**src/rtl/inc_loop_ctrl_pkg.sv**
```systemverilog
// Shared definitions for the counted-loop controllers (increment and decrement variants).
package inc_loop_ctrl_pkg;

  localparam int DEF_DATAWIDTH = 8;

  localparam logic [1:0] S_IDLE = 2'b00;
  localparam logic [1:0] S_RUN  = 2'b01;
  localparam logic [1:0] S_DONE = 2'b10;

endpackage

```
**src/rtl/inc_loop_ctrl_if.sv**
```systemverilog
// Command, status and INC-side signals of the loop-index controller.
interface inc_loop_ctrl_if
  import inc_loop_ctrl_pkg::*;
#(
  parameter int DATAWIDTH = DEF_DATAWIDTH
);

  logic                 start;
  logic [DATAWIDTH-1:0] init;
  logic [DATAWIDTH-1:0] limit;
  logic                 hold;
  logic [DATAWIDTH-1:0] inc_a;
  logic [DATAWIDTH-1:0] inc_d;
  logic [DATAWIDTH-1:0] idx;
  logic                 valid;
  logic                 busy;
  logic                 done;
  logic                 ovf;

  // master: the parent datapath (issues the loop, hosts INC); slave: the controller
  modport master (
    output start, init, limit, hold, inc_d,
    input  inc_a, idx, valid, busy, done, ovf
  );

  modport slave (
    input  start, init, limit, hold, inc_d,
    output inc_a, idx, valid, busy, done, ovf
  );

endinterface

```
**src/rtl/inc_loop_ctrl.sv**
```systemverilog
// Loop-index controller: holds the index for an external INC and steps it until the limit.
//   state  | meaning
//   S_IDLE | waiting for start; outputs keep last index
//   S_RUN  | iterating; idx is live unless hold stalls
//   S_DONE | one-cycle completion pulse, then back to idle
module inc_loop_ctrl
  import inc_loop_ctrl_pkg::*;
#(
  parameter int DATAWIDTH = DEF_DATAWIDTH
) (
  input logic           clk,
  input logic           rst,
  inc_loop_ctrl_if.slave bus
);

  logic [1:0]           state;
  logic [DATAWIDTH-1:0] idx_r;
  logic [DATAWIDTH-1:0] limit_r;
  logic                 ovf_r;

  always_ff @(posedge clk or posedge rst) begin
    if (rst) begin
      state   <= S_IDLE;
      idx_r   <= '0;
      limit_r <= '0;
      ovf_r   <= 1'b0;
    end else begin
      case (state)
        S_IDLE: begin
          if (bus.start) begin
            idx_r   <= bus.init;
            limit_r <= bus.limit;
            ovf_r   <= 1'b0;
            state   <= (bus.init < bus.limit) ? S_RUN : S_DONE;
          end
        end
        S_RUN: begin
          if (!bus.hold) begin
            // a zero from INC means the index wrapped; flag it even if limit would also stop us
            if (bus.inc_d == '0) begin
              ovf_r <= 1'b1;
              state <= S_DONE;
            end else if (bus.inc_d >= limit_r) begin
              state <= S_DONE;
            end else begin
              idx_r <= bus.inc_d;
            end
          end
        end
        S_DONE:  state <= S_IDLE;
        default: state <= S_IDLE;
      endcase
    end
  end

  assign bus.inc_a = idx_r;
  assign bus.idx   = idx_r;
  assign bus.valid = (state == S_RUN) && !bus.hold;
  assign bus.busy  = (state == S_RUN);
  assign bus.done  = (state == S_DONE);
  assign bus.ovf   = ovf_r;

endmodule

```
**src/flat_wrapper.sv**
```systemverilog
// flat-port wrapper written by rule: the top's interface ports become plain ports
module inc_loop_ctrl_flat import inc_loop_ctrl_pkg::*;
#(
  parameter int DATAWIDTH = DEF_DATAWIDTH
)
  (clk, rst, bus_start, bus_init, bus_limit, bus_hold, bus_inc_d, bus_inc_a, bus_idx, bus_valid, bus_busy, bus_done, bus_ovf);
  inc_loop_ctrl_if #(.DATAWIDTH(DATAWIDTH)) bus_i ();
  input logic clk;
  input logic rst;
  input wire logic [$bits(bus_i.start)-1:0] bus_start;
  input wire logic [$bits(bus_i.init)-1:0] bus_init;
  input wire logic [$bits(bus_i.limit)-1:0] bus_limit;
  input wire logic [$bits(bus_i.hold)-1:0] bus_hold;
  input wire logic [$bits(bus_i.inc_d)-1:0] bus_inc_d;
  output wire logic [$bits(bus_i.inc_a)-1:0] bus_inc_a;
  output wire logic [$bits(bus_i.idx)-1:0] bus_idx;
  output wire logic [$bits(bus_i.valid)-1:0] bus_valid;
  output wire logic [$bits(bus_i.busy)-1:0] bus_busy;
  output wire logic [$bits(bus_i.done)-1:0] bus_done;
  output wire logic [$bits(bus_i.ovf)-1:0] bus_ovf;
  assign bus_i.start = bus_start;
  assign bus_i.init = bus_init;
  assign bus_i.limit = bus_limit;
  assign bus_i.hold = bus_hold;
  assign bus_i.inc_d = bus_inc_d;
  assign bus_inc_a = bus_i.inc_a;
  assign bus_idx = bus_i.idx;
  assign bus_valid = bus_i.valid;
  assign bus_busy = bus_i.busy;
  assign bus_done = bus_i.done;
  assign bus_ovf = bus_i.ovf;
  inc_loop_ctrl #(.DATAWIDTH(DATAWIDTH)) u_core (.clk(clk), .rst(rst), .bus(bus_i));
endmodule
```
**config.mk**
```make
export PLATFORM = sky130hd
export DESIGN_NAME = inc_loop_ctrl_flat
export DESIGN_NICKNAME = d
export VERILOG_FILES = /design/src/rtl/inc_loop_ctrl_pkg.sv /design/src/rtl/inc_loop_ctrl_if.sv /design/src/rtl/inc_loop_ctrl.sv /design/src/flat_wrapper.sv
export SDC_FILE = /design/constraint.sdc
export NUM_CORES = 1
export LEC_CHECK = 0
export CAP_MARGIN = 20
export CORE_MARGIN = 3
export CORE_UTILIZATION = 48
export CTS_CLUSTER_SIZE = 25
export DETAILED_ROUTE_END_ITERATION = 8
export MAX_ROUTING_LAYER = met4
export PLACE_DENSITY = 0.85
export RECOVER_POWER = 25
export SLEW_MARGIN = 25
export SYNTH_ARGS = -nofsm -noshare
export SYNTH_HDL_FRONTEND = slang
export SYNTH_SLANG_ARGS = --single-unit
```
**constraint.sdc**
```tcl
create_clock -name clk -period 5.2 [get_ports clk]
set_input_delay 0.78 -clock clk [delete_from_list [all_inputs] [get_ports clk]]
set_output_delay 0.78 -clock clk [all_outputs]
set_load 0.02 [all_outputs]
```
==> out/results.txt <==
The number of remaining DRC errors came out at 0. After routing, the total negative slack on setup checks comes to 0 ps. Using the TritonRoute via totals, the vias-per-cell ratio works out to 5.417. Post-CTS repair timing setup buffer count: 0.

The endpoint identified for the worst register-to-register timing path is u_core.bus.idx[1]. Across the VDD grid, the largest voltage drop is 0.0004153 V. Setup violation total in the final timing report: 0.

Counting stages on the worst path, the most repeated cell is sky130_fd_sc_hd__clkdlybuf4s50_1. By area the synthesized netlist is led by sky130_fd_sc_hd__dfrtp_1 (35%), sky130_fd_sc_hd__ha_1 (14%), sky130_fd_sc_hd__mux2_4 (9.0%). Kind of critical path: input port to primary output. Counting every net in the synthesized netlist gives 189. Once detail routing completed, the nets flagged for antenna violations numbered 0. Number of global-route vias before repair: 1257. The leading area contributor after synthesis is sky130_fd_sc_hd__dfrtp_1. In this run the core area contains 18 standard-cell rows. After clock tree synthesis, the clock-pin slew on the worst setup and hold paths is 120 ps. The first TritonRoute pass finished after 4 iterations.

Yosys mapped the design onto 28 distinct sky130hd cell types. The number of clock sinks was 19; the number of storage elements in the synthesis netlist was 19. No sink is reached through more buffers than the 2 on the longest clock path. Buffers inserted to repair hold after CTS numbered 0. The run gives 0.003462 mm2 as the total die area. The number of clock buffers added by TritonCTS is 3. Share of post-route cells with drive strength above 1: 10.22%. The path class of the tightest hold or removal check is register to register. From left edge to right edge, the die measures 58.84 um.

Derived from the worst setup path, the maximum achievable clock frequency is 336.8 MHz. The number of enable-type register cells in the synthesized netlist came out at 0. Final HPWL from detailed placement: 2737 um.

The commonest cells after synthesis are sky130_fd_sc_hd__nand2_1 (29), sky130_fd_sc_hd__dfrtp_1 (19), sky130_fd_sc_hd__inv_1 (18). The tree is rooted in a sky130_fd_sc_hd__clkbuf_4. STA classifies the critical path endpoint as a primary output. The number of slew-limit violations in the final report was 0. The largest fanout on the critical path is 4. For the pin with the worst max-slew slack, the measured transition is 946.5 ps. Walking the worst path, the cells encountered are clkdlybuf4s50_1 > nor2_1 > clkdlybuf4s50_1. During synthesis, Yosys emitted a total of 0 warnings. For this configuration, the core starts out at a cell density of 52.19%. The number of antenna violations at the first check in global routing is 0. The die is 58.84 um tall. Input and output buffers added on the ports amount to 47. The number of hold violations in the final report came out at 0. STA classifies the critical path startpoint as an input port. Max-cap violations in this run came to 0. The synthesized design devotes to its leading area cell type 35.48% of total area. The minimum clock period after layout is 2969 ps.

The slowest stage of the critical path belongs to the cell sky130_fd_sc_hd__clkdlybuf4s50_1. The detailed router finished its first iteration with 35 violations. At the end of routability-driven placement, the weighted congestion stood at 0.8550. Setup repair after global routing left no endpoint under its margin. The worst endpoint data arrival time came out at 2190 ps. The cell area after synthesis was 0.001340 mm2; the sum of routed wire length over all layers was 3394 um. For this run the aggregate overflow at the end of global routing stands at 0.

The final clock period utilization by the worst path was 57.10%; the area growth from synthesis to layout was 33.80%. The quantity of gates resized following cts came out at 0. TritonCTS built the clock tree. Counting cells, the worst reg-to-reg path comes to 7. The final route contains 1170 vias. Fill cells in the final layout number 214.

The number of nets in the finished design was 230; the post-synthesis sequential area ratio was 35.48%. The tools report the placeable core area as 0.002567 mm2. Number of antenna cells inserted: 0. The path with the worst hold slack has its endpoint at u_core.bus.ovf. The flip-flop cell with the highest count after synthesis was sky130_fd_sc_hd__dfrtp_1. Headroom to the max-slew limit came out at 36.62%. After synthesis, the share of flip-flops with an asynchronous set or reset is 100.0%.

The largest stage delay on the critical path is 670 ps. The power per cell area was 518.9 mW/mm2. The average size of a mapped cell works out to 9.178 um2.

For the worst setup path, the data required time is 4420 ps. Synthesis handed over a netlist of 146 instances. During I/O placement, the number of pins put on the boundary was 48.

The first global-routing pass estimated 5540 um of wire. In this run the most critical hold path is launched from u_core.bus.ovf. Along the worst hold path, the cell count comes to 2. The run gives 2950 ps as the register-to-register path setup slack. The flow ran to the end, and the final reports show no timing, DRC or antenna violations. The largest clock skew in the final design is 11.19 ps, and the depth of the CTS H-tree is 1. The reported leakage power is 0.8645 nW. Clock network latency to the later pin of the worst-skew pair: 300 ps. The run gives 21.62% as the global-route usage over all layers.

In the post-synthesis netlist, the cell with the most instances is sky130_fd_sc_hd__nand2_1. Entering global routing, the biggest net connects 20 pins. After detailed routing, the average wire length per cell comes to 15.71 um.

Hold timing on the final database bottoms out at a slack of 536.6 ps. The startpoint identified for the worst register-to-register timing path is u_core.limit_r[5].
==> cell type report <==
cell class | count | area, um2 | area share [%]
clock buffers | 3 | 22.52 | 1.256
multi-input cells | 97 | 710.7 | 39.64
flip-flops and latches | 19 | 475.5 | 26.52
repair buffers | 47 | 470.5 | 26.24
clock inverters | 1 | 5.005 | 0.2791
well taps | 30 | 37.54 | 2.094
inverters | 19 | 71.32 | 3.978
==> worst max-delay path, delay by kind of cell <==
kind,cells,cell delay (ps)
and+or+nand+nor,1,300
buffers and inverters,2,1110
==> layer usage <==
| metal | track usage, % | wire, um | vias up | part of all wire, % |
|---|---|---|---|---|
| met4 | 4.854 | 26 | 0 | 0.77 |
| met3 | 2.851 | 208 | 4 | 6.1 |
| met2 | 37.85 | 1721 | 50 | 51 |
| met5 | - | 0 | - | 0 |
| li1 | - | - | 559 | - |
| met1 | 26.34 | 1437 | 557 | 42 |
==> report_power, final <==
| part | internal [W] | switching [W] |
|---|---|---|
| clock network | 0.0000287 | 0.0000485 |
| logic | 0.000292 | 0.000298 |
| registers | 0.000218 | 0.0000448 |
==> cells in the final DEF (no fill, tap or decap) <==
| master | n |
|---|---|
| sky130_fd_sc_hd__o2111ai_1 | 1 |
| sky130_fd_sc_hd__mux2_2 | 1 |
| sky130_fd_sc_hd__nor3b_1 | 1 |
| sky130_fd_sc_hd__a21oi_2 | 1 |
| sky130_fd_sc_hd__or4_4 | 2 |
| sky130_fd_sc_hd__a211oi_1 | 2 |
| sky130_fd_sc_hd__a21oi_1 | 3 |
| sky130_fd_sc_hd__clkinv_1 | 1 |
| sky130_fd_sc_hd__ha_1 | 15 |
| sky130_fd_sc_hd__nor2b_1 | 2 |
| sky130_fd_sc_hd__o211a_1 | 1 |
| sky130_fd_sc_hd__nor2_1 | 7 |
| sky130_fd_sc_hd__clkbuf_4 | 3 |
| sky130_fd_sc_hd__o2bb2ai_1 | 1 |
| sky130_fd_sc_hd__nor3b_2 | 1 |
| sky130_fd_sc_hd__nor3_1 | 1 |
| sky130_fd_sc_hd__clkinv_2 | 1 |
| sky130_fd_sc_hd__inv_1 | 18 |
| sky130_fd_sc_hd__dlygate4sd3_1 | 1 |
| sky130_fd_sc_hd__clkdlybuf4s50_1 | 46 |
| sky130_fd_sc_hd__mux2_4 | 8 |
| sky130_fd_sc_hd__o21ai_2 | 1 |
| sky130_fd_sc_hd__nand2_1 | 29 |
| sky130_fd_sc_hd__a21o_1 | 2 |
| sky130_fd_sc_hd__o221ai_2 | 1 |
| sky130_fd_sc_hd__nand4_1 | 1 |
| sky130_fd_sc_hd__nand2b_1 | 4 |
| sky130_fd_sc_hd__o21ai_0 | 12 |
| sky130_fd_sc_hd__dfrtp_1 | 19 |
==> worst max-delay path by stage <==
stage	slack, ps	end	startpoint
after floorplan	2890	u_core.bus.idx[0]	bus_inc_d[5]
after global placement	2200	u_core.bus.idx[2]	bus_inc_d[5]
after detailed placement	2060	u_core.bus.idx[3]	bus_inc_d[5]
after CTS	2250	bus_valid	bus_hold
after global routing	2120	bus_busy	u_core.state[1]
final	2230	bus_valid	bus_hold
==> sequential cells by signal (all words and copies together) (netlist names) <==
register and cells:
u_core.bus.idx 8, u_core.bus.ovf 1, u_core.limit_r 8, u_core.state 2
==> kinds of logic (layout without fill, tap and decap cells) <==
| group | Yosys count | in the layout | share of synthesized area, % |
|---|---|---|---|
| flops | 19 | 19 | 35.48 |
| compound gates | 25 | 25 | 12.32 |
| simple gates | 48 | 48 | 16.90 |
| buf+inv | 30 | 70 | 11.48 |
| fa+ha+maj | 15 | 15 | 14.01 |
| mux | 9 | 9 | 9.804 |
==> stage by stage <==
| stage | std cells | instance area (um2) | total power, W | utilization, % | setup slack [ps] |
|---|---|---|---|---|---|
| global placement | 212 | 1765 | 0.0008305 | 68.76 | 2201 |
| global route | 216 | 1793 | 0.0009999 | 69.83 | 2124 |
| CTS | 216 | 1793 | 0.0009363 | 69.83 | 2247 |
| floorplan | 146 | 1340 | 0.0006748 | - | 2891 |
| finish | 216 | 1793 | 0.0009303 | 69.83 | 2231 |
| detailed placement | 212 | 1765 | 0.0008561 | 68.76 | 2062 |
Power figures use the tool's default switching activity.
